$ cat src/rtl/ps2_kbd_pkg.sv
// Shared scan-code / LCD-code constants and the sequencer state type
// for the PS/2 keyboard to LCD path.
package ps2_kbd_pkg;

    localparam logic [7:0] SC_BREAK  = 8'hF0;
    localparam logic [7:0] SC_EXT    = 8'hE0;
    localparam logic [7:0] SC_LSHIFT = 8'h12;
    localparam logic [7:0] SC_RSHIFT = 8'h59;
    localparam logic [7:0] SC_CAPS   = 8'h58;

    localparam logic [8:0] LCD_LINE0 = 9'h080;
    localparam logic [8:0] LCD_LINE1 = 9'h0C0;
    localparam logic [8:0] LCD_BKSP  = 9'h108;
    localparam logic [8:0] LCD_TAB   = 9'h109;

    typedef enum logic [2:0] {
        IDLE, BRK, EXT, EXT_BRK, MAP, WRAP, EMIT
    } seq_state_e;

    // Anything that is not enter/backspace/tab advances the cursor
    function automatic logic is_char(input logic [8:0] code);
        return (code != LCD_LINE1) && (code != LCD_BKSP) && (code != LCD_TAB);
    endfunction

endpackage

$ cat src/rtl/kbd_cursor_tracker.sv
// Cursor column/line bookkeeping for a 2-line LCD; flags when the next
// character must be preceded by a line-change command.
module kbd_cursor_tracker
    import ps2_kbd_pkg::*;
#(
    parameter int LCD_COLS = 16
) (
    input  logic       i_clk,
    input  logic       i_rst,
    input  logic [8:0] i_code,
    input  logic       i_accept,
    output logic       o_need_wrap,
    output logic [8:0] o_wrap_cmd
);

    localparam int CW = $clog2(LCD_COLS + 1);
    localparam logic [CW-1:0] COL_MAX = CW'(LCD_COLS);

    logic [CW-1:0] r_col;
    logic          r_line;

    // Both line commands (enter, replaced enter, inserted wrap) move the cursor
    always_ff @(posedge i_clk) begin
        if (i_rst) begin
            r_col  <= '0;
            r_line <= 1'b0;
        end else if (i_accept) begin
            if (i_code == LCD_LINE1 || i_code == LCD_LINE0) begin
                r_line <= ~r_line;
                r_col  <= '0;
            end else if (i_code == LCD_BKSP) begin
                if (r_col != '0)
                    r_col <= r_col - CW'(1);
            end else if (i_code != LCD_TAB && r_col != COL_MAX) begin
                r_col <= r_col + CW'(1);
            end
        end
    end

    assign o_need_wrap = is_char(i_code) && (r_col == COL_MAX);
    assign o_wrap_cmd  = r_line ? LCD_LINE0 : LCD_LINE1;

endmodule

$ cat src/rtl/kbd_lcd_sequencer.sv
// PS/2 scan-code sequencer: prefix/modifier decode, key2lcd drive, and
// valid/ready LCD output with automatic line-wrap insertion.
module kbd_lcd_sequencer
    import ps2_kbd_pkg::*;
#(
    parameter int LCD_COLS = 16
) (
    input  logic       clk,
    input  logic       rst,
    input  logic [7:0] scan_in,
    input  logic       scan_valid,
    output logic [7:0] kcode,
    output logic       letter_case,
    input  logic [8:0] map_code,
    output logic [8:0] lcd_data,
    output logic       lcd_valid,
    input  logic       lcd_ready,
    output logic       caps_led,
    output logic       overrun
);

    seq_state_e r_state, w_state_nxt;

    logic [7:0] r_kcode;
    logic       r_shift;
    logic       r_caps;
    logic [8:0] r_lcd_data;
    logic       r_lcd_valid;
    logic       r_overrun;
    logic [8:0] r_pend;

    logic       w_accept;
    logic       w_busy;
    logic       w_is_shift;
    logic       w_is_caps;
    logic       w_need_wrap;
    logic [8:0] w_wrap_cmd;
    logic [8:0] w_trk_code;
    logic       w_trk_accept;
    logic [8:0] w_map_sel;

    assign w_accept     = r_lcd_valid && lcd_ready;
    assign w_busy       = (r_state == MAP) || (r_state == WRAP) || (r_state == EMIT);
    assign w_is_shift   = (scan_in == SC_LSHIFT) || (scan_in == SC_RSHIFT);
    assign w_is_caps    = (scan_in == SC_CAPS);
    // Tracker judges the fresh mapping in MAP, and the code on the bus otherwise
    assign w_trk_code   = (r_state == MAP) ? map_code : r_lcd_data;
    assign w_trk_accept = w_accept && ((r_state == WRAP) || (r_state == EMIT));
    // Enter on line 1 becomes a jump to line 0; wrap_cmd already encodes that
    assign w_map_sel    = (map_code == LCD_LINE1) ? w_wrap_cmd : map_code;

    kbd_cursor_tracker #(.LCD_COLS(LCD_COLS)) u_cursor (
        .i_clk       (clk),
        .i_rst       (rst),
        .i_code      (w_trk_code),
        .i_accept    (w_trk_accept),
        .o_need_wrap (w_need_wrap),
        .o_wrap_cmd  (w_wrap_cmd)
    );

    always_ff @(posedge clk) begin
        if (rst)
            r_state <= IDLE;
        else
            r_state <= w_state_nxt;
    end

    always_comb begin
        w_state_nxt = r_state;
        case (r_state)
            IDLE: if (scan_valid) begin
                if (scan_in == SC_BREAK)
                    w_state_nxt = BRK;
                else if (scan_in == SC_EXT)
                    w_state_nxt = EXT;
                else if (!w_is_shift && !w_is_caps)
                    w_state_nxt = MAP;
            end
            BRK:     if (scan_valid) w_state_nxt = IDLE;
            EXT:     if (scan_valid) w_state_nxt = (scan_in == SC_BREAK) ? EXT_BRK : IDLE;
            EXT_BRK: if (scan_valid) w_state_nxt = IDLE;
            MAP:     w_state_nxt = w_need_wrap ? WRAP : EMIT;
            WRAP:    if (w_accept) w_state_nxt = EMIT;
            EMIT:    if (w_accept) w_state_nxt = IDLE;
            default: w_state_nxt = IDLE;
        endcase
    end

    always_ff @(posedge clk) begin
        if (rst) begin
            r_kcode     <= '0;
            r_shift     <= 1'b0;
            r_caps      <= 1'b0;
            r_lcd_data  <= '0;
            r_lcd_valid <= 1'b0;
            r_overrun   <= 1'b0;
            r_pend      <= '0;
        end else begin
            if (scan_valid && w_busy)
                r_overrun <= 1'b1;

            if (scan_valid && r_state == IDLE) begin
                if (w_is_shift)
                    r_shift <= 1'b1;
                else if (w_is_caps)
                    r_caps <= ~r_caps;
                else if (w_state_nxt == MAP)
                    r_kcode <= scan_in;
            end

            if (scan_valid && r_state == BRK && w_is_shift)
                r_shift <= 1'b0;

            case (r_state)
                MAP: begin
                    r_lcd_valid <= 1'b1;
                    r_lcd_data  <= w_need_wrap ? w_wrap_cmd : w_map_sel;
                    r_pend      <= map_code;
                end
                WRAP: if (w_accept) r_lcd_data  <= r_pend;
                EMIT: if (w_accept) r_lcd_valid <= 1'b0;
                default: ;
            endcase
        end
    end

    assign kcode       = r_kcode;
    assign letter_case = r_shift ^ r_caps;
    assign lcd_data    = r_lcd_data;
    assign lcd_valid   = r_lcd_valid;
    assign caps_led    = r_caps;
    assign overrun     = r_overrun;

endmodule

$ cat config.mk
export PLATFORM = sky130hd
export DESIGN_NAME = kbd_lcd_sequencer
export DESIGN_NICKNAME = d
export VERILOG_FILES = /design/src/rtl/ps2_kbd_pkg.sv /design/src/rtl/kbd_cursor_tracker.sv /design/src/rtl/kbd_lcd_sequencer.sv
export SDC_FILE = /design/constraint.sdc
export NUM_CORES = 1
export LEC_CHECK = 0
export BUFFER_PORTS_ARGS = -buffer_cell sky130_fd_sc_hd__buf_2
export CAP_MARGIN = 0
export CORE_AREA = 5 5 75 105
export CTS_CLUSTER_SIZE = 14
export DETAILED_ROUTE_END_ITERATION = 16
export DIE_AREA = 0 0 80 110
export PLACE_DENSITY = 0.6
export SETUP_SLACK_MARGIN = 0.5
export SKIP_CTS_REPAIR_TIMING = 1
export SLEW_MARGIN = 10
export SYNTH_ARGS = -nofsm -noshare
export SYNTH_HDL_FRONTEND = slang
export SYNTH_HIERARCHICAL = 1
export SYNTH_SLANG_ARGS = --single-unit
$ cat constraint.sdc
create_clock -name clk -period 3.2 [get_ports clk]
set_input_delay 0.64 -clock clk [delete_from_list [all_inputs] [get_ports clk]]
set_output_delay 0.64 -clock clk [all_outputs]
set_load 0.1 [all_outputs]
=== Yosys cells after proc, flatten, opt, wreduce, memory -nomap -nowiden ===
Index checks and enable logic that the tools add are counted.

* Flip-flop bits (word level): 39
* Input bits: 21
* Output and inout bits: 21
* Logic and storage cells: 96

* Add/subtract/negate cells: 2
* Equal/unequal tests: 24
* Mux-type cells: 23
* Bitwise operators: 5
* Reduce and logical (&&, ||, !) cells: 32

{| class="wikitable"
|+ Operators by type and width
! kind !! number
|-
| $mux 9 || 4
|-
| $eq 9x8->1 const B || 3
|-
| $mux 3 || 8
|-
| $mux 5 || 4
|-
| $ne 9x9->1 const B || 2
|-
| $pmux 3 s6 || 1
|-
| $pmux 9 s2 || 1
|-
| $eq 8x7->1 const B || 2
|-
| $eq 8x8->1 const B || 2
|-
| $eq 3x3->1 const B || 4
|-
| $logic_and 1x1->1 || 11
|-
| $eq 9x9->1 const B || 1
|-
| $ne 9x8->1 const B || 1
|-
| $eq 8x5->1 const B || 1
|-
| $reduce_and 2->1 || 4
|-
| $mux 7 || 1
|-
| $eq 3x2->1 const B || 2
|-
| $reduce_and 3->1 || 2
|-
| $add 5x1->5 const B || 1
|-
| $eq 5x5->1 const B || 1
|-
| $logic_or 1x1->1 || 5
|-
| $ne 5x5->1 const B || 1
|-
| $reduce_bool 5->1 || 1
|-
| $sub 5x1->5 const B || 1
|-
| 14 further kinds || 22
|}

=== Depth between registers and ports, before layout ===
* Word-level depth: 11
* Depth in mapped cells: 15
* Mapped depth without buffers: 13

=== Hierarchy ===
The synthesis kept the hierarchy.

{| class="wikitable"
|+ Modules (own cells, without submodules)
! module !! instances !! cells each !! area each (µm²) !! seq. area each (µm²)
|-
| kbd_lcd_sequencer || 1 || 215 || 1736.7 || 660.6
|-
| kbd_cursor_tracker || 1 || 71 || 585.6 || 120.1
|}

=== Worst setup path before layout ===
Ideal clock, no wire load.

* Path type: reg-to-reg
* Start: register r_state[2]
* End: register u_cursor.r_col[4]
* Library setup time: 0.074 ns
* Data arrival time: 3.282 ns
* Required time: 3.126 ns
* Path slack: -0.156 ns
* Stages on the path, launching flop included: 15
* Buffers on the path: 2
* Period minus slack after synthesis: 3.356 ns
* Cell sequence: dfxtp_1 buf_2 and2b_1 nand2_1 clkbuf_1 nand2_1 nand2_1 or4_4 or3_1 fa_1 nand2b_1 a21oi_1 mux2i_1 or3_1 a31oi_1

* Word-level cells in the longest chain between the ends: 6
* Elaborated cells on any way between the ends: 17
* Those cells by class: eq/ne: 8; mux: 3; reduce/logical: 6

{| class="wikitable"
|+ Ends and longest elaborated chain
! item !! line !! text
|-
| from (decl) || kbd_lcd_sequencer.sv:22 || <nowiki>seq_state_e r_state, w_state_nxt;</nowiki>
|-
| from (signal assigned) || kbd_lcd_sequencer.sv:65 || <nowiki>r_state <= w_state_nxt;</nowiki>
|-
| $eq 3x3->1 * || kbd_lcd_sequencer.sv:47 || <nowiki>assign w_trk_code = (r_state == MAP) ? map_code : r_lcd_data;</nowiki>
|-
| $mux 9 * || kbd_lcd_sequencer.sv:47 ||
|-
| via w_trk_code[1] || kbd_lcd_sequencer.sv:38 || <nowiki>logic [8:0] w_trk_code;</nowiki>
|-
| $eq 9x8->1 / $ne 9x9->1 (equally long branches) || kbd_cursor_tracker.sv:28, kbd_cursor_tracker.sv:34 ||
|-
| $logic_or 1x1->1 / $logic_and 1x1->1 (equally long branches) || kbd_cursor_tracker.sv:28, kbd_cursor_tracker.sv:34 ||
|-
| $ne 3x2->1 (no line) / $reduce_bool 3->1 (equally long branches) || n/a ||
|-
| $reduce_and 3->1 (no line) || n/a ||
|-
| to (signal assigned) || kbd_cursor_tracker.sv:33 || <nowiki>r_col <= r_col - CW'(1);</nowiki>
|-
| to (signal assigned) || kbd_cursor_tracker.sv:35 || <nowiki>r_col <= r_col + CW'(1);</nowiki>
|-
| to (decl) || kbd_cursor_tracker.sv:19 || <nowiki>logic [CW-1:0] r_col;</nowiki>
|}

The timed path passes the listed nets; every way through them passes the cells marked *.
A chain may end at the register's enable or synchronous reset.

=== Final worst setup path ===
* Start: register r_state[1]
* End: register u_cursor.r_col[4]

Same word-level chain as after synthesis.

==> results.sh <==
export IMPL_p_seq_share_pct=39.0
export IMPL_switchingPower_mw=0.574
export IMPL_synth_distinct_cells=58
export IMPL_synth_top_family_by_area="simple AND/OR/NAND/NOR gates"
export IMPL_grt_pass1_wl_mm=9.83
export IMPL_wl_per_cell_um=14.4
export IMPL_yosysTopAreaCell="dfxtp_1"
export IMPL_p_per_area_nw_per_um2=495
export IMPL_synth_edf_count=0
export IMPL_grt_use_total_pct=14.1
export IMPL_synthTopCellsByCount="nand2_1, dfxtp_1, a21oi_1"
export IMPL_grt_max_degree=27
export IMPL_min_period_ns=3.07
export IMPL_synth_seq_cells=39
export IMPL_slew_headroom_pct=64.1
export IMPL_nets=356
export IMPL_synth_compound_area_share_pct=19.2
export IMPL_post_synth_top_count_cell="nand2_1"
export IMPL_yosysTopAreaCellShare_pct=33.6
export IMPL_worstMarginPinSlew_ns=0.531
export IMPL_die_w_um=80
export IMPL_cp_required_ns=3.43
export IMPL_clock_tree_buffer_depth=2
export IMPL_drtAntennaViolNets=0
export IMPL_initial_core_util_pct=33.9
export IMPL_ios=42
export IMPL_synth_mux_area_share_pct=4.80
export IMPL_fmax_mhz=326
export IMPL_reg2reg_slack_ns=0.13
export IMPL_cp_num_buf_inv=0
export IMPL_path_class="flop to flop"
export IMPL_clk_pin_slew_ns=0.08
export IMPL_swShare_pct=40.6
export IMPL_synth_fa_ha_area_share_pct=2.48
export IMPL_syn_inst=286
export IMPL_rsz0062_at_grt="true"
export IMPL_cts_sinks=39
export IMPL_drtPass1Iterations=4
export IMPL_setup_slack_ns=0.135
export IMPL_drtIter0Drc=76
export IMPL_synth_area_top_cells="dfxtp_1, nand2_1, nand2b_1"
export IMPL_status="finished clean"
export IMPL_fp_row_count=36
export IMPL_antenna_cells=0
export IMPL_die_y_um=110
export IMPL_slowest_delay_ns=0.53
export IMPL_fin_crit_sh_pct=95.8
export IMPL_synth_area_sq_um=2320
export IMPL_power_frac_comb_pct=36.5
export IMPL_avgSynthCellArea_sq_um=8.12
export IMPL_cp_top_family="simple AND/OR/NAND/NOR gates"
export IMPL_leakage_nw=1.13
export IMPL_finalHoldViolCount=0
export IMPL_drive_above_1_share_pct=30.2
export IMPL_dieArea_sq_um=8800
export IMPL_dpl_cell_count=419
export IMPL_skew_ns=0.00728
export IMPL_wirelength_mm=6.16
export IMPL_portBuffers=41
export IMPL_ys_flop_type="dfxtp_1"
export IMPL_synth_xor_xnor_area_share_pct=2.26
export IMPL_p_int_mw=0.839
export IMPL_async_flop_share_pct=0
export IMPL_pwr_share_clk_pct=24.5
export IMPL_synthSimpleGateAreaFrac_pct=30.3
export IMPL_cp_cell_sequence="and2b_2 -> and2_4 -> nand2_4 -> nand2_2 -> or4_4 -> or3_4 -> fa_2 -> nand2b_4 -> a21oi_4 -> mux2i_1 -> or3_1 -> a31oi_1"
export IMPL_place_congestion=0.820
export IMPL_finalNonFillerCells=426
export IMPL_numCtsBuffers=5
export IMPL_crit_path_start_kind="flop"
export IMPL_arrival_ns=3.29
export IMPL_dp_slack_ns=0.00491
export IMPL_htree_levels=2
export IMPL_grt_overflow_total=0
export IMPL_grt_pass1_vias=2247
export IMPL_yosysSeqAreaShare_pct=33.6
export IMPL_drv_slew=0
export IMPL_setup_viol=0
export IMPL_core_area_sq_um=6850
export IMPL_path_max_fanout=7
export IMPL_syn_to_final_growth_pct=23.0
export IMPL_vias_per_cell=5.10
export IMPL_peakVddDrop_uv=209
export IMPL_antenna_found_initial=0
export IMPL_dpl_hpwl_mm=4.54
export IMPL_vias=2174
export IMPL_drcViolationCount=0
export IMPL_root_buffer="clkbuf_8"
export IMPL_cp_slowest_cell="or4_4"
export IMPL_hold_class="flop to flop"
export IMPL_drv_cap=0
export IMPL_cts_tree="done"
export IMPL_yosys_warnings=6
export IMPL_clock_latency_ns=0.30
export IMPL_cp_end_kind="flop"
==> cell families (layout without fill, tap and decap cells) <==
family,Yosys count,after routing
AOI/OAI and AO/OA,63,63
adders and majority gates,4,4
other,2,8
muxes,11,11
buffers and inverters,31,70
xor gates and xnor gates,6,6
DFF,39,39
and+or+nand+nor,130,130
==> through the flow <==
stage                     util [%]  hold slack [ns]  power [mW]  TNS (ns)  area, sq um
final                         41.7            0.457        1.41         0         2860
after global routing          41.7            0.483        1.47         0         2860
after CTS                     40.6            0.458        1.40         0         2780
after detailed placement      39.3            0.447        1.06         0         2690
after global placement        39.3            0.445        1.05         0         2690
after floorplan                  -            0.437       0.952  -0.00312         2410
==> path summary, 6_finish.rpt <==
kind / from / end / cells past startpoint
worst min register to register: r_pend[3]$_SDFFE_PP0P_ / r_pend[3]$_SDFFE_PP0P_ / 2
worst max-delay path: r_state[1]$_SDFF_PP0_ / u_cursor/r_col[4]$_SDFFE_PP0P_ / 12
worst max register to register: r_state[1]$_SDFF_PP0_ / u_cursor/r_col[4]$_SDFFE_PP0P_ / 12
worst min-delay path: r_pend[3]$_SDFFE_PP0P_ / r_pend[3]$_SDFFE_PP0P_ / 2
==> cell type report <==
cell class	instances	area, sq um
fill	723	3990
multi-input combinational	222	1520
clock inverter	1	5.00
timing repair buffer	55	310
tap	95	119
sequential	39	782
clock buffer	6	82.6
inverter	8	32.5
==> worst min-delay path: stages (launching register included) <==
cell	delay, ns
dfxtp_1	0.31
nand2_1	0.05
a21oi_1	0.05
==> registers in the layout, summed over array words and instances, names as in the netlist <==
signal and cells:
caps_led 1, u_cursor/r_line 1, r_shift 1, u_cursor/r_col 5
overrun 1, kcode 8, lcd_valid 1, r_pend 9
r_state 3, lcd_data 9
==> routing by layer <==
metal | track usage [%] | vias up | wire length [um]
met5 | 0 | - | 0
met4 | 6.52 | 0 | 157
met3 | 3.01 | 11 | 274
met2 | 26.2 | 51 | 3240
met1 | 15.0 | 1023 | 2490
li1 | - | 1089 | -
==> cell usage in the layout (no fill, tap or decap), types with 2 or more instances in the layout <==
master     instances
buf_4             14
o21ai_0            7
clkbuf_8           6
xor2_1             3
a22oi_1            3
a21o_1             2
conb_1             8
buf_2             41
ha_1               2
a31oi_1            3
or3_1              5
nor4_1             7
nand2_1           45
a21oi_2            3
a221oi_1           6
a21boi_0           4
nor2_1            10
and2_1             3
a211oi_1           3
nand4_1            5
xnor2_1            2
a21oi_1           17
nor3_1             5
nand2_2            4
nor4_2             2
a2111oi_2          2
nand2b_1          19
mux2i_1           10
nand2_4            3
nand3_1            3
dfxtp_1           38
o22ai_1            4
nor4b_1            2
inv_1              6
==> power groups by stage <==
stage / clock network (mW) / logic [mW] / registers, mW
after global routing: 0.370 / 0.548 / 0.554
after CTS: 0.353 / 0.499 / 0.550
after global placement: 0 / 0.494 / 0.560
after detailed placement: 0 / 0.498 / 0.560
final: 0.346 / 0.516 / 0.550
after floorplan: 0 / 0.207 / 0.745
Power figures use the tool's default switching activity.
